==> config.mk <==
export PLATFORM = sky130hd
export DESIGN_NAME = crank_cam_stim_gen
export DESIGN_NICKNAME = d
export VERILOG_FILES = /design/src/rtl/crank_stim_pkg.sv /design/src/rtl/tooth_timer.sv /design/src/rtl/crank_cam_stim_gen.sv
export SDC_FILE = /design/constraint.sdc
export NUM_CORES = 1
export LEC_CHECK = 0
export ABC_CLOCK_PERIOD_IN_PS = 7970
export BUFFER_PORTS_ARGS = -buffer_cell sky130_fd_sc_hd__buf_2
export CAP_MARGIN = 10
export CORE_ASPECT_RATIO = 1.75
export CORE_UTILIZATION = 40
export DETAILED_ROUTE_END_ITERATION = 12
export GPL_ROUTABILITY_DRIVEN = 0
export PLACE_DENSITY = 0.64
export RECOVER_POWER = 25
export SLEW_MARGIN = 20
export SYNTH_ARGS = -nofsm -noshare
export SYNTH_HDL_FRONTEND = slang
export SYNTH_SLANG_ARGS = --single-unit
==> constraint.sdc <==
create_clock -name clk -period 7.97 [get_ports clk]
set_input_delay 0.797 -clock clk [delete_from_list [all_inputs] [get_ports clk]]
set_output_delay 0.797 -clock clk [all_outputs]
set_load 0.02 [all_outputs]
==> src/rtl/crank_stim_pkg.sv <==
// Shared types and constant helpers for the crank/cam wheel stimulus generator.
package crank_stim_pkg;

  typedef logic [7:0] tooth_t;

  // Ramp arithmetic width: room for the widest prescaler plus sign and one guard bit.
  localparam int unsigned PrescWMax = 32;
  localparam int unsigned CalcW     = PrescWMax + 2;

  // Last sub-tick index of the long (gap) tooth.
  function automatic int unsigned gap_top(input int unsigned sub, input int unsigned missing);
    return (missing + 1) * sub - 1;
  endfunction

  // a - b, clamped to [lo, hi]; hi wins if the bounds cross.
  function automatic logic signed [CalcW-1:0] sat_sub(input logic signed [CalcW-1:0] a,
                                                      input logic signed [CalcW-1:0] b,
                                                      input logic signed [CalcW-1:0] lo,
                                                      input logic signed [CalcW-1:0] hi);
    logic signed [CalcW-1:0] d;
    d = a - b;
    if (d < lo) d = lo;
    if (d > hi) d = hi;
    return d;
  endfunction

endpackage

==> src/rtl/tooth_timer.sv <==
// Prescaler plus sub-tick counter for one tooth pitch; stretches to the gap length on demand.
module tooth_timer
  import crank_stim_pkg::*;
#(
  parameter int unsigned SUB     = 64,
  parameter int unsigned MISSING = 2,
  parameter int unsigned PRESC_W = 16
) (
  input  logic               clk,
  input  logic               rst,
  input  logic               en,
  input  logic               clear,
  input  logic [PRESC_W-1:0] presc,
  input  logic               long_tooth,
  output logic               subtick,
  output logic               tooth_start,
  output logic               tooth_half
);

  localparam int unsigned     GapTop  = gap_top(SUB, MISSING);
  localparam int unsigned     TckcW   = $clog2(GapTop + 1);
  localparam logic [TckcW-1:0] NormTop = TckcW'(SUB - 1);
  localparam logic [TckcW-1:0] LongTop = TckcW'(GapTop);

  logic [PRESC_W-1:0] scnt_q;
  logic [TckcW-1:0]   tckc_q;
  logic [TckcW-1:0]   tckc_top;

  always_comb begin
    tckc_top    = long_tooth ? LongTop : NormTop;
    subtick     = en && (scnt_q == presc);
    tooth_start = subtick && (tckc_q == tckc_top);
    tooth_half  = subtick && (tckc_q == (tckc_top >> 1));
  end

  always_ff @(posedge clk) begin
    if (rst || clear) begin
      scnt_q <= '0;
      tckc_q <= '0;
    end else if (en) begin
      if (subtick) begin
        scnt_q <= '0;
        tckc_q <= tooth_start ? '0 : tckc_q + 1'b1;
      end else begin
        scnt_q <= scnt_q + 1'b1;
      end
    end
  end

endmodule

==> src/rtl/crank_cam_stim_gen.sv <==
// 60-2 style crank wheel and phase-synced cam generator with a per-revolution speed ramp.
module crank_cam_stim_gen
  import crank_stim_pkg::*;
#(
  parameter int unsigned TEETH     = 60,
  parameter int unsigned MISSING   = 2,
  parameter int unsigned SUB       = 64,
  parameter int unsigned PRESC_W   = 16,
  parameter int unsigned PRESC_RST = 31
) (
  input  logic               clk,
  input  logic               rst,
  input  logic               en,
  input  logic               load,
  input  logic [PRESC_W-1:0] presc_init,
  input  logic [PRESC_W-1:0] presc_min,
  input  logic [PRESC_W-1:0] presc_max,
  input  logic [PRESC_W-1:0] accel,
  input  logic [7:0]         cam_fall,
  input  logic [7:0]         cam_rise,
  output logic               vr,
  output logic               cam,
  output logic [7:0]         tooth_idx,
  output logic               rev_strobe,
  output logic               cam_phase,
  output logic [PRESC_W-1:0] presc_cur
);

  localparam tooth_t      LastTooth = tooth_t'(TEETH - MISSING - 1);
  localparam int unsigned ExtW      = CalcW - PRESC_W;

  logic [PRESC_W-1:0] presc_q;
  logic [PRESC_W-1:0] presc_ramp;
  tooth_t             tooth_q;
  tooth_t             tooth_next;
  tooth_t             cam_fall_q;
  tooth_t             cam_rise_q;
  logic               vr_q;
  logic               cam_q;
  logic               cam_d;
  logic               rev_strobe_q;
  logic               cam_phase_q;
  logic               last_tooth;
  logic               subtick;
  logic               tooth_start;
  logic               tooth_half;

  tooth_timer #(
    .SUB     (SUB),
    .MISSING (MISSING),
    .PRESC_W (PRESC_W)
  ) u_timer (
    .clk         (clk),
    .rst         (rst),
    .en          (en),
    .clear       (load),
    .presc       (presc_q),
    .long_tooth  (last_tooth),
    .subtick     (subtick),
    .tooth_start (tooth_start),
    .tooth_half  (tooth_half)
  );

  always_comb begin
    last_tooth = (tooth_q == LastTooth);
    tooth_next = last_tooth ? '0 : tooth_q + 8'd1;
    // accel is signed; the wide signed subtract keeps the clamp free of wrap-around.
    presc_ramp = PRESC_W'(sat_sub($signed({{ExtW{1'b0}}, presc_q}),
                                  $signed({{ExtW{accel[PRESC_W-1]}}, accel}),
                                  $signed({{ExtW{1'b0}}, presc_min}),
                                  $signed({{ExtW{1'b0}}, presc_max})));
    cam_d = cam_q;
    if (cam_phase_q) begin
      if (tooth_next == cam_rise_q) begin
        cam_d = 1'b1;
      end else if (tooth_next == cam_fall_q) begin
        cam_d = 1'b0;
      end
    end
  end

  always_ff @(posedge clk) begin
    if (rst) begin
      presc_q      <= PRESC_W'(PRESC_RST);
      tooth_q      <= '0;
      cam_fall_q   <= '0;
      cam_rise_q   <= '0;
      vr_q         <= 1'b0;
      cam_q        <= 1'b1;
      rev_strobe_q <= 1'b0;
      cam_phase_q  <= 1'b0;
    end else begin
      rev_strobe_q <= 1'b0;
      if (load) begin
        presc_q <= presc_init;
        tooth_q <= '0;
        vr_q    <= 1'b0;
      end else if (subtick) begin
        if (tooth_start) begin
          vr_q    <= 1'b0;
          tooth_q <= tooth_next;
          cam_q   <= cam_d;
          // Revolution boundary: ramp speed and latch the next revolution's cam window.
          if (last_tooth) begin
            rev_strobe_q <= 1'b1;
            cam_phase_q  <= ~cam_phase_q;
            presc_q      <= presc_ramp;
            cam_fall_q   <= cam_fall;
            cam_rise_q   <= cam_rise;
          end
        end else if (tooth_half) begin
          vr_q <= 1'b1;
        end
      end
    end
  end

  assign vr         = vr_q;
  assign cam        = cam_q;
  assign tooth_idx  = tooth_q;
  assign rev_strobe = rev_strobe_q;
  assign cam_phase  = cam_phase_q;
  assign presc_cur  = presc_q;

endmodule
[Word level (Yosys, flattened, before mapping)]
Cells that the tools add are included.
Word-level totals
  register bits: 68
  input port bits: 84
  output and inout port bits: 28
  word-level logic and storage cells: 58
Cells by class
  add/sub/neg operators: 4
  magnitude comparators: 2
  equality and inequality tests: 6
  multiplexer cells: 15
  bitwise operators: 4
  reductions and logical operators: 17
Operators by type and width (count)
  $mux 16: 6
  $gt 34x17->1: 1
  $mux 34: 1
  $eq 8x8->1: 3
  $mux 8: 3
  $lt 18x17->1: 1
  $sub 17x16->18: 1
  $add 16x1->16 const B: 1
  $add 8x1->8 const B: 2
  $eq 16x16->1: 1
  $reduce_bool 2->1: 5
  $eq 8x6->1 const B: 1
  $eq 8x7->1: 1
  $reduce_and 2->1: 3
  $mux 1: 5
  $reduce_and 5->1: 1
  $not 1->1: 4
  $reduce_and 4->1: 1
  $reduce_or 4->1: 1
  $logic_and 1x1->1: 3
  $reduce_and 3->1: 1
  $reduce_or 2->1: 1
  $logic_or 1x1->1: 1

[Depth between registers and ports, before layout]
Gate-level depths: netlist of run 1.
  word-level depth: 9
  depth in mapped cells: 32
  gate-level depth less buffers: 30

[Cells and area by module]
Synthesis of run 1 repeated with hierarchy kept, for this count alone.
Unflattened totals
  cell total of the unflattened synthesis: 724
  area, all modules: 5596.6 um^2
Modules (own cells, without submodules)
  crank_cam_stim_gen: times used 1, cells an instance 557, area each 4200.3 um^2, sequential area each 880.8 um^2
  tooth_timer: times used 1, cells an instance 167, area each 1396.3 um^2, sequential area each 480.5 um^2

[Least setup slack after synthesis of run 1]
OpenSTA, ideal clock, no wires.
  path type: input -> register
  from: in accel[0]
  to: reg presc_q[0], in the netlist presc_cur[0]
  setup time: 69 ps
  arrival time: 6214 ps
  required time: 7901 ps
  setup slack: 1687 ps
  stages on the path: 29
  path buffers: 2
  cell sequence: ha_1 -> fa_1 -> nand2b_1 -> a21oi_1 -> o2111ai_1 -> a21boi_0 -> o21a_1 -> o21a_1 -> nor2_1 -> ha_1 -> o21ai_0 -> nand2b_1 -> a21oi_1 -> nand4_1 -> o21ai_0 -> ha_1 -> clkinv_1 -> clkbuf_1 -> mux2_2 -> ha_1 -> a211oi_1 -> nor2_1 -> nor3_1 -> nor2_1 -> o31ai_1 -> a2bb2oi_1 -> buf_2 -> mux2_2 -> o21ai_1
Between the ends
  cells in the longest elaborated chain, start to end: 9
RTL lines
  start, declared: RTL line crank_cam_stim_gen.sv:18  | input logic [PRESC_W-1:0] accel,
  $sub 17x16->18 (*): RTL line crank_stim_pkg.sv:21  | d = a - b;
  $lt 18x17->1: RTL line crank_stim_pkg.sv:22  | if (d < lo) d = lo;
  $mux 34 (*): RTL line crank_stim_pkg.sv:22
  $gt 34x17->1: RTL line crank_stim_pkg.sv:23  | if (d > hi) d = hi;
  $mux 16 (*): RTL line crank_stim_pkg.sv:23
  $mux 16 (*): RTL line crank_cam_stim_gen.sv:104  | if (last_tooth) begin
  $mux 16 (*): RTL line crank_cam_stim_gen.sv:99  | if (tooth_start) begin
  $mux 16 (*): RTL line crank_cam_stim_gen.sv:98  | end else if (subtick) begin
  $mux 16 (*): RTL line crank_cam_stim_gen.sv:94  | if (load) begin
  end signal, assigned: RTL line crank_cam_stim_gen.sv:84  | presc_q <= PRESC_W'(PRESC_RST);
  end signal, assigned: RTL line crank_cam_stim_gen.sv:95  | presc_q <= presc_init;
  end signal, assigned: RTL line crank_cam_stim_gen.sv:107  | presc_q <= presc_ramp;
  end, declared: RTL line crank_cam_stim_gen.sv:32  | logic [PRESC_W-1:0] presc_q;
Every way passes the cells marked *; elsewhere a longest branch is shown, timed or not. The select of a mux whose other input is x is not followed.
A chain may end at the register's enable or synchronous reset.

[Final worst setup path of run 1]
Ends and elaborated chain as after synthesis.

==> summary.txt, run 1 <==
Logic synthesis
  • Async SR Flop Fraction: 0%
  • Syn. warnings: 0
  • Synth cell count leaders: 78 x nand2_1, 72 x nor2_1, 68 x dfxtp_1
  • Largest area contributor in the synthesized netlist: dfxtp_1
  • Synthesized area per cell: 7.77 µm²
  • Fraction of the yosys area taken by sequential cells: 24.6%
  • Largest cells by area after synthesis: dfxtp_1 25%, ha_1 12%, xnor2_1 6.2%, nand2_1 5.3%, nor2_1 4.9%
  • Syn nets: 851
  • Seq cells post-synth: 68
  • Netlist cell types: 76
  • Most used DFF post-synth: dfxtp_1
  • Cells after Synth: just over 700
  • Post-Syn Area: around 5500 µm²
  • Most frequent cell after synthesis: nand2_1
  • Yosys top cell area share: 24.6%
  • Post-synth EDFFs: 0

Final layout
  • Area delta synth->final: 17.2%
  • Post-Layout Cell Count: 987
  • Multi-input logic area: roughly 3800 µm²
  • Ant diodes: 0
  • Fin area: 6490 µm²
  • Fillcell total: 1421
  • Nets: 946
  • Layout cell share with drive strength beyond 1: 16.4%
  • FF+latch area: 1360 µm²

STA
  • Clock skew: 0.00946 ns
  • Worst Max-Slew Pin Slew: 1.05 ns
  • Unrepaired setup endpoints after global routing: false
  • Tmin final: 7.14 ns
  • Worst slew margin: 29.9%
  • Achievable Freq: between 100 and 150 MHz
  • Final setup fails: 0
  • Final hold vios: 0
  • Pins Over Slew Limit: 0
  • WHS: 0.464 ns
  • Setup TNS: 0 ns
  • Fin crit share: 89.6%

Setup path
  • Reg2reg start: presc_cur[0]
  • R2R setup slack: around 0.89 ns
  • Worst-case reg-to-reg path depth: 29
  • Critical path class: in2reg
  • Worst EP required: 8.24 ns
  • Worst R2R End: presc_cur[0]
  • Crit. End Element: flip-flop
  • Crit Path Max Fanout: 21
  • CP Launch Type: input port
  • Worst EP arrival: 7.41 ns
  • Crit-path max cell delay: 0.54 ns
  • CP dominant cell by count: ha_1
  • Slowest CP cell: ha_1

Die
  • Rows: 56
  • Die span in y: roughly 160 µm
  • Core ar.: ~13000 µm²
  • Starting Density: 41.2%
  • IO Pins: 112
  • Area of the die: 14300 µm²
  • Die Span X: 91.0 µm

Drt
  • Vias per Instance: 5.49
  • Initial DRC count: around 170
  • Residual DRC: 0
  • ANT nets after route: 0
  • Routed WL: around 16000 µm
  • Initial DRT Pass Iterations: 4
  • Wire length per cell: 16.0 µm
  • Routed vias: 5415

GRT
  • Largest net degree at the start of global routing: 43
  • Grt ovf: 0
  • First-pass GRT wire length: approximately 25000 µm
  • Vias in the first global route: 5291
  • Antenna violations before repair: 0
  • GRT Overall Usage: 22.2%

Place
  • Placed cells: about 1000
  • Placed Area: 6210 µm²
  • Detail Placement HPWL: 12700 µm
  • I/O Buffers: 111

CTS
  • Sink Count: between 60 and 70
  • Reg clk slew, reported paths: 0.06 ns
  • Maximum clock path buffer count: 2
  • CTS tree: built
  • TritonCTS buffer count: 9
  • Post-CTS Setup Repair Bufs: 0
  • Clock latency on the worst-skew pair: 0.34 ns
  • Post-cts hold buffer count: 0
  • Max H-tree Level: 3
  • Root Buffer: clkbuf_16
  • Post-cts repair resize count: 0

Worst hold path
  • HP Start: cam_fall_q[7]
  • Min-Delay Endpoint: cam_fall_q[7]
  • Worst hold stages: 2
  • Hold Crit Class: reg2reg

Status
  • Status: complete, no violations

Power
  • Static leakage: ~2.7 nW
  • Max rail drop VDD: 0.121 mV
  • PnR Total Power: 1.13 mW
  • Cell Pwr Density: 174 nW/µm²

Flow run
  • Max-cap check violation count: 0
==> layout make-up <==
cell class              count  share of cell area [%]
multi-input cells         552                    58.9
inverters                  65                    3.76
clock buffers              11                    3.89
clock inverters             5                   0.925
repair buffers            112                    8.21
flip-flops and latches     68                    21.0
well taps                 174                    3.35
==> through the flow <==
stage	setup WS, ns	util [%]
2_1_floorplan	1.69	-
3_3_place_gp	0.569	46.2
3_5_place_dp	0.439	46.2
4_1_cts	0.787	48.5
5_1_grt	0.303	48.3
6_report	0.827	48.3
==> report_power, final <==
group	switching, mW	leakage (nW)	total [mW]	internal [mW]
Combinational	0.211	2.04	0.362	0.151
Sequential	0.0110	0.551	0.357	0.346
Clock	0.154	0.152	0.414	0.260
==> logic make-up after synthesis <==
kind of cell,count (synthesis),share of synthesized area (%)
compound gates,161,19.5
xor+xnor,69,10.9
fa+ha+maj,54,12.3
buf+inv,93,6.53
flops,68,24.6
mux,16,3.12
simple gates,252,23.0
==> layer usage <==
layer / part of all wire, % / up-vias / track usage (%)
met5: 0 / - / 0
met4: 4.8 / 0 / 14.1
met3: 3.4 / 44 / 3.55
met2: 54 / 128 / 43.2
met1: 38 / 2525 / 21.6
li1: - / 2718 / -
==> flip-flops by register name, indices dropped and copies added (netlist names) <==
register	count
cam	1
cam_fall_q	8
cam_phase	1
cam_rise_q	8
presc_cur	16
rev_strobe	1
tooth_idx	8
u_timer.scnt_q	16
u_timer.tckc_q	8
vr	1
==> layout by cell type (no fill, tap or decap), types with 11 or more instances in the layout <==
cell type,instances
nand4_1,16
nand2_1,78
nor2_1,72
a21oi_1,53
nand3_1,14
ha_1,53
inv_1,64
nor3_1,14
xnor2_1,39
o21ai_0,19
a22oi_1,11
dfxtp_1,68
buf_2,87
xor2_1,30
clkbuf_1,24
==> worst max-delay path by stage <==
stage / end / depth (start not counted) / startpoint / slack (ns)
floorplan: presc_cur[0] / 29 / accel[0] / 1.69
global placement: presc_cur[14] / 29 / accel[0] / 0.57
detailed placement: presc_cur[0] / 29 / accel[0] / 0.44
CTS: presc_cur[0] / 29 / accel[0] / 0.79
global route: presc_cur[0] / 29 / accel[0] / 0.30
finish: presc_cur[0] / 29 / accel[0] / 0.83
==> critical path: cells and delay by family <==
kind,cells,cell delay (ns)
compound gates,11,2.26
fa+ha+maj,5,1.73
buf+inv,3,0.92
simple gates,8,0.87
mux,2,0.82
(Power assumes the default switching activity.)
==> inputs of run 2 (changes only) <==
--- a/config.mk
+++ b/config.mk
@@ -7,12 +7,12 @@
 export LEC_CHECK = 0
 export ABC_CLOCK_PERIOD_IN_PS = 7970
 export BUFFER_PORTS_ARGS = -buffer_cell sky130_fd_sc_hd__buf_2
-export CAP_MARGIN = 10
+export CAP_MARGIN = 5
 export CORE_ASPECT_RATIO = 1.75
-export CORE_UTILIZATION = 40
+export CORE_UTILIZATION = 29
 export DETAILED_ROUTE_END_ITERATION = 12
 export GPL_ROUTABILITY_DRIVEN = 0
-export PLACE_DENSITY = 0.64
+export PLACE_DENSITY = 0.51
 export RECOVER_POWER = 25
 export SLEW_MARGIN = 20
 export SYNTH_ARGS = -nofsm -noshare
==> summary.txt, run 2 (synthesized netlist as in run 1, its figures left out) <==
Flow run
  • Max-cap check violation count: 0 (unchanged)

Final layout
  • Ant diodes: 0 (unchanged)
  • Fin area: 6590 µm² (+1.4%)
  • Util after Layout: 35.3% (-13 points)
  • Area delta synth->final: 18.9%
  • Most frequent cells in the layout: 87 x buf_2, 78 x nand2_1, 72 x nor2_1
  • Most common cell after layout, fill and taps aside: buf_2
  • Post-Layout Cell Count: 1054 (+6.8%)
  • Layout cell share with drive strength beyond 1: 16.5% (+0.18 points)
  • Nets: 949 (+0.32%)

Place
  • Detail Placement HPWL: 14200 µm (+12%)
  • Placed Area: 6310 µm² (+1.7%)
  • I/O Buffers: 111 (unchanged)
  • Placed cells: 1038 (+6.9%)
  • Pre-CTS setup slack: 0.705 ns (+0.265 ns)

Setup path
  • CP Launch Type: input port
  • Worst R2R End: presc_cur[0]
  • Worst EP arrival: 7.23 ns (-0.18 ns)
  • Crit. End Element: flip-flop
  • Worst path bufs/invs: 3 (unchanged)
  • CP delay by family, top: compound AO/OA/AOI/OAI gates
  • R2R setup slack: 1.05 ns (+0.16 ns)
  • CP dominant cell by count: ha_1
  • Crit Path Max Fanout: 21 (unchanged)
  • Worst-case reg-to-reg path depth: 29 (unchanged)
  • Critical path class: in2reg
  • Worst EP required: 8.24 ns (about the same)
  • Slowest CP cell: o21ai_0
  • Reg2reg start: presc_cur[0]
  • Crit-path max cell delay: 0.44 ns (-0.10 ns)

CTS
  • Max H-tree Level: 3 (unchanged)
  • Clock latency on the worst-skew pair: 0.34 ns (about the same)
  • CTS tree: built
  • Post-cts repair resize count: 0 (unchanged)
  • Reg clk slew, reported paths: 0.06 ns (about the same)
  • Post-CTS Setup Repair Bufs: 0 (unchanged)
  • TritonCTS buffer count: 9 (unchanged)
  • Root Buffer: clkbuf_16
  • Sink Count: 68 (unchanged)
  • Post-cts hold buffer count: 0 (unchanged)
  • Maximum clock path buffer count: 2 (unchanged)

Die
  • Starting Density: 29.7% (-11 points)
  • Core ar.: 18700 µm² (+39%)
  • IO Pins: 112 (unchanged)
  • Die Span X: 106 µm (+17%)
  • Rows: 66 (+18%)
  • Die span in y: 185 µm (+17%)
  • Area of the die: 19700 µm² (+37%)

STA
  • Worst slew margin: 51.0% (+21 points)
  • Setup TNS: 0 ns (unchanged)
  • Tmin final: 6.96 ns (-0.179 ns)
  • WHS: 0.467 ns (+0.00333 ns)
  • Achievable Freq: 144 MHz (+2.6%)
  • Worst Max-Slew Pin Slew: 0.733 ns (-0.319 ns)
  • Final setup margin: 1.01 ns (+0.179 ns)
  • Unrepaired setup endpoints after global routing: false
  • Final setup fails: 0 (unchanged)
  • Clock skew: 0.00661 ns (-0.00285 ns)
  • Pins Over Slew Limit: 0 (unchanged)
  • Final hold vios: 0 (unchanged)
  • Fin crit share: 87.4% (-2.2 points)

Drt
  • Routed WL: 17300 µm (+9.2%)
  • Wire length per cell: 16.4 µm (+2.3%)
  • ANT nets after route: 0 (unchanged)
  • Residual DRC: 0 (unchanged)
  • Initial DRT Pass Iterations: 4 (unchanged)
  • Vias per Instance: 5.06 (-7.9%)
  • Initial DRC count: 172 (+1.8%)
  • Routed vias: 5328 (-1.6%)

GRT
  • First-pass GRT wire length: 27600 µm (+10%)
  • Antenna violations before repair: 0 (unchanged)
  • GRT Overall Usage: 18.2% (-4.0 points)
  • Largest net degree at the start of global routing: 43 (unchanged)
  • Grt ovf: 0 (unchanged)
  • Vias in the first global route: 5533 (+4.6%)

Power
  • Cell internal pwr: 0.742 mW (-2.0%)
  • PnR Total Power: 1.12 mW (-0.86%)
  • Seq pwr share: 31.8% (+0.3 points)
  • Net switching power: 0.382 mW (+1.4%)
  • Clock power share: 35.4% (-1.1 points)
  • Max rail drop VDD: 0.0955 mV (-21%)
  • Cell Pwr Density: 171 nW/µm² (-2.3%)
  • Sw frac: 34.0% (+0.76 points)
  • Gate power share: 32.8% (+0.8 points)
  • Static leakage: 2.75 nW (about the same)

Worst hold path
  • Min-Delay Endpoint: cam_rise_q[4]
  • Worst hold stages: 2 (unchanged)
  • HP Start: cam_rise_q[4]
  • Hold Crit Class: reg2reg

Status
  • Status: complete, no violations
run 2: cell count changes in the layout (fill, tap and decap cells not counted):
cell and delta:
inv_6 +1, clkbuf_8 -2, buf_4 +3, a41oi_4 +1
clkinv_4 -2, clkinv_2 +1, a41oi_2 -1, clkinvlp_4 +1
clkbuf_1 +1
run 2: tightest hold or removal path, delay by kind of cell, from the launching register on:
kind | cells | cell delay (ns)
compound gates | 1 | 0.05
flops | 1 | 0.32
simple gates | 1 | 0.06
run 2: layout make-up:
| cell class | count | area [µm²] |
|---|---|---|
| repair buffers | 115 | 556 |
| flip-flops and latches | 68 | 1360 |
| clock inverters | 6 | 63.8 |
| well taps | 238 | 298 |
| fillers | 2084 | 12100 |
| inverters | 65 | 244 |
| clock buffers | 10 | 229 |
| multi-input cells | 552 | 3830 |
run 2: layer usage:
layer / wire (µm) / vias to the layer above / track usage [%] / share of wire, %
li1: - / 2707 / - / -
met1: 6270 / 2480 / 17.3 / 36
met2: 9830 / 110 / 37.1 / 57
met3: 494 / 31 / 2.08 / 2.9
met5: 0 / - / 0 / 0
met4: 681 / 0 / 9.42 / 3.9
run 2: worst max path at each step:
stage / from / end / slack, ns / depth (start not counted)
floorplan: accel[0] / presc_cur[0] / 1.69 / 29
detailed placement: accel[0] / presc_cur[0] / 0.70 / 29
global route: accel[0] / presc_cur[0] / 0.39 / 29
global placement: accel[0] / presc_cur[0] / 0.82 / 29
CTS: accel[0] / presc_cur[0] / 1.03 / 29
finish: accel[0] / presc_cur[0] / 1.01 / 29
run 2: power groups by stage:
stage	clock network, mW	registers (mW)	logic (mW)
3_3_place_gp	0	0.365	0.371
6_report	0.397	0.357	0.369
3_5_place_dp	0	0.365	0.372
2_1_floorplan	0	0.367	0.254
5_1_grt	0.422	0.358	0.418
4_1_cts	0.408	0.357	0.374
==> inputs of run 3 (changes only) <==
--- a/config.mk
+++ b/config.mk
@@ -13,7 +13,7 @@
 export DETAILED_ROUTE_END_ITERATION = 12
 export GPL_ROUTABILITY_DRIVEN = 0
 export PLACE_DENSITY = 0.51
-export RECOVER_POWER = 25
+export RECOVER_POWER = 50
 export SLEW_MARGIN = 20
 export SYNTH_ARGS = -nofsm -noshare
 export SYNTH_HDL_FRONTEND = slang
==> summary.txt, run 3 (synthesized netlist as in run 1, its figures left out) <==
STA
  • Final hold vios: 0 (unchanged)
  • Final setup margin: 1.01 ns (+0.00643 ns)
  • Final setup fails: 0 (unchanged)
  • Unrepaired setup endpoints after global routing: false
  • Fin crit share: 87.3% (about the same)
  • Tmin final: 6.96 ns (-0.00643 ns)
  • WHS: 0.464 ns (-0.00363 ns)
  • Worst slew margin: 13.1% (-38 points)
  • Setup TNS: 0 ns (unchanged)
  • Pins Over Slew Limit: 0 (unchanged)
  • Clock skew: 0.00690 ns (+0.000290 ns)
  • Worst Max-Slew Pin Slew: 1.29 ns (+0.559 ns)
  • Achievable Freq: 144 MHz (about the same)

Worst hold path
  • Worst hold stages: 2 (unchanged)
  • Hold Crit Class: reg2reg
  • HP Start: cam_rise_q[4]

Setup path
  • CP startpoint: accel[0]
  • Critical path class: in2reg
  • Slowest CP cell: o21ai_0
  • CP dominant cell by count: ha_1
  • Worst EP arrival: 7.23 ns (about the same)
  • Worst-case reg-to-reg path depth: 29 (unchanged)
  • Worst EP required: 8.24 ns (about the same)
  • R2R setup slack: 1.05 ns (about the same)
  • Reg2reg start: presc_cur[0]
  • Crit. End Element: flip-flop
  • Crit Path Max Fanout: 21 (unchanged)
  • Worst R2R End: presc_cur[0]
  • Crit path to: presc_cur[0]
  • CP Launch Type: input port
  • Crit-path max cell delay: 0.44 ns (about the same)

Drt
  • ANT nets after route: 0 (unchanged)
  • Routed WL: 17300 µm (+0.18%)
  • Residual DRC: 0 (unchanged)
  • Initial DRT Pass Iterations: 4 (unchanged)
  • Initial DRC count: 180 (+4.7%)
  • Wire length per cell: 16.4 µm (+0.18%)
  • Vias per Instance: 5.07 (+0.34%)
  • Routed vias: 5346 (+0.34%)

Die
  • Area of the die: 19700 µm² (unchanged)
  • Core ar.: 18700 µm² (unchanged)
  • Starting Density: 29.7% (unchanged)
  • Die span in y: 185 µm (unchanged)
  • Rows: 66 (unchanged)
  • IO Pins: 112 (unchanged)
  • Die Span X: 106 µm (unchanged)

CTS
  • Sink Count: 68 (unchanged)
  • Reg clk slew, reported paths: 0.06 ns (about the same)
  • Clock latency on the worst-skew pair: 0.34 ns (about the same)
  • Post-cts hold buffer count: 0 (unchanged)
  • Max H-tree Level: 3 (unchanged)
  • Post-CTS Setup Repair Bufs: 0 (unchanged)
  • Post-cts repair resize count: 0 (unchanged)
  • Maximum clock path buffer count: 2 (unchanged)
  • CTS tree: built
  • Root Buffer: clkbuf_16
  • TritonCTS buffer count: 9 (unchanged)

Flow run
  • Max-cap check violation count: 0 (unchanged)

Final layout
  • Nets: 949 (unchanged)
  • Area delta synth->final: 18.2%
  • Post-Layout Cell Count: 1054 (unchanged)
  • Ant diodes: 0 (unchanged)
  • Most common cell after layout, fill and taps aside: buf_2
  • Util after Layout: 35.1% (-0.21 points)
  • Most frequent cells in the layout: 83 x buf_2, 78 x nand2_1, 72 x nor2_1
  • Fin area: 6550 µm² (-0.61%)
  • Layout cell share with drive strength beyond 1: 15.3% (-1.2 points)

Power
  • PnR Total Power: 1.12 mW (-0.11%)
  • Max rail drop VDD: 0.0954 mV (about the same)
  • Static leakage: 2.72 nW (-1.2%)
  • Cell Pwr Density: 171 nW/µm² (+0.50%)

GRT
  • Largest net degree at the start of global routing: 43 (unchanged)
  • First-pass GRT wire length: 27600 µm (unchanged)
  • GRT Overall Usage: 18.2% (unchanged)
  • Vias in the first global route: 5533 (unchanged)
  • Grt ovf: 0 (unchanged)
  • Antenna violations before repair: 0 (unchanged)

Place
  • Pre-CTS setup slack: 0.705 ns (unchanged)
  • I/O Buffers: 111 (unchanged)
  • Detail Placement HPWL: 14200 µm (unchanged)
  • Placed cells: 1038 (unchanged)
  • Placed Area: 6310 µm² (unchanged)

Status
  • Status: complete, no violations
[run 3: cell count changes in the layout (fill, tap and decap cells not counted), moves of 2 or more]
cell      before  now
buf_2         87   83
clkbuf_1      25   29
nor4_1         6    9
nor4_2         2    0
[run 3: layer usage]
| metal | vias up | share of wire [%] | GRT usage, % | wire (µm) |
|---|---|---|---|---|
| met1 | 2487 | 36 | 17.3 | 6210 |
| li1 | 2708 | - | - | - |
| met4 | 0 | 4.1 | 9.42 | 716 |
| met3 | 33 | 3.4 | 2.08 | 591 |
| met2 | 118 | 57 | 37.1 | 9780 |
| met5 | - | 0 | 0 | 0 |
[run 3: worst min path at each step]
stage	end	slack, ns
after CTS	cam_rise_q[4]	0.47
after global routing	cam_rise_q[4]	0.48
after detailed placement	cam_fall_q[7]	0.46
final	cam_rise_q[4]	0.46
after global placement	cam_fall_q[7]	0.46
after floorplan	cam_fall_q[2]	0.44
[run 3: critical path, delay by kind of cell]
family,cells,cell delay [ns]
adders and majority gates,5,1.54
AOI/OAI and AO/OA,14,3.02
buffers and inverters,3,0.77
muxes,1,0.37
and+or+nand+nor,6,0.72
[run 3: area by class of cell]
| cell class | instances | area (µm²) |
|---|---|---|
| multi-input combinational | 552 | 3800 |
| timing repair buffer | 115 | 551 |
| clock buffer | 10 | 229 |
| sequential | 68 | 1360 |
| inverter | 65 | 244 |
| tap | 238 | 298 |
| fill | 2090 | 12100 |
| clock inverter | 6 | 63.8 |
[run 3: power by group]
part,total (mW),switching [mW],internal (mW)
Combinational,0.367,0.214,0.153
Sequential,0.357,0.0111,0.346
Clock,0.397,0.155,0.242
Total,1.12,0.381,0.741
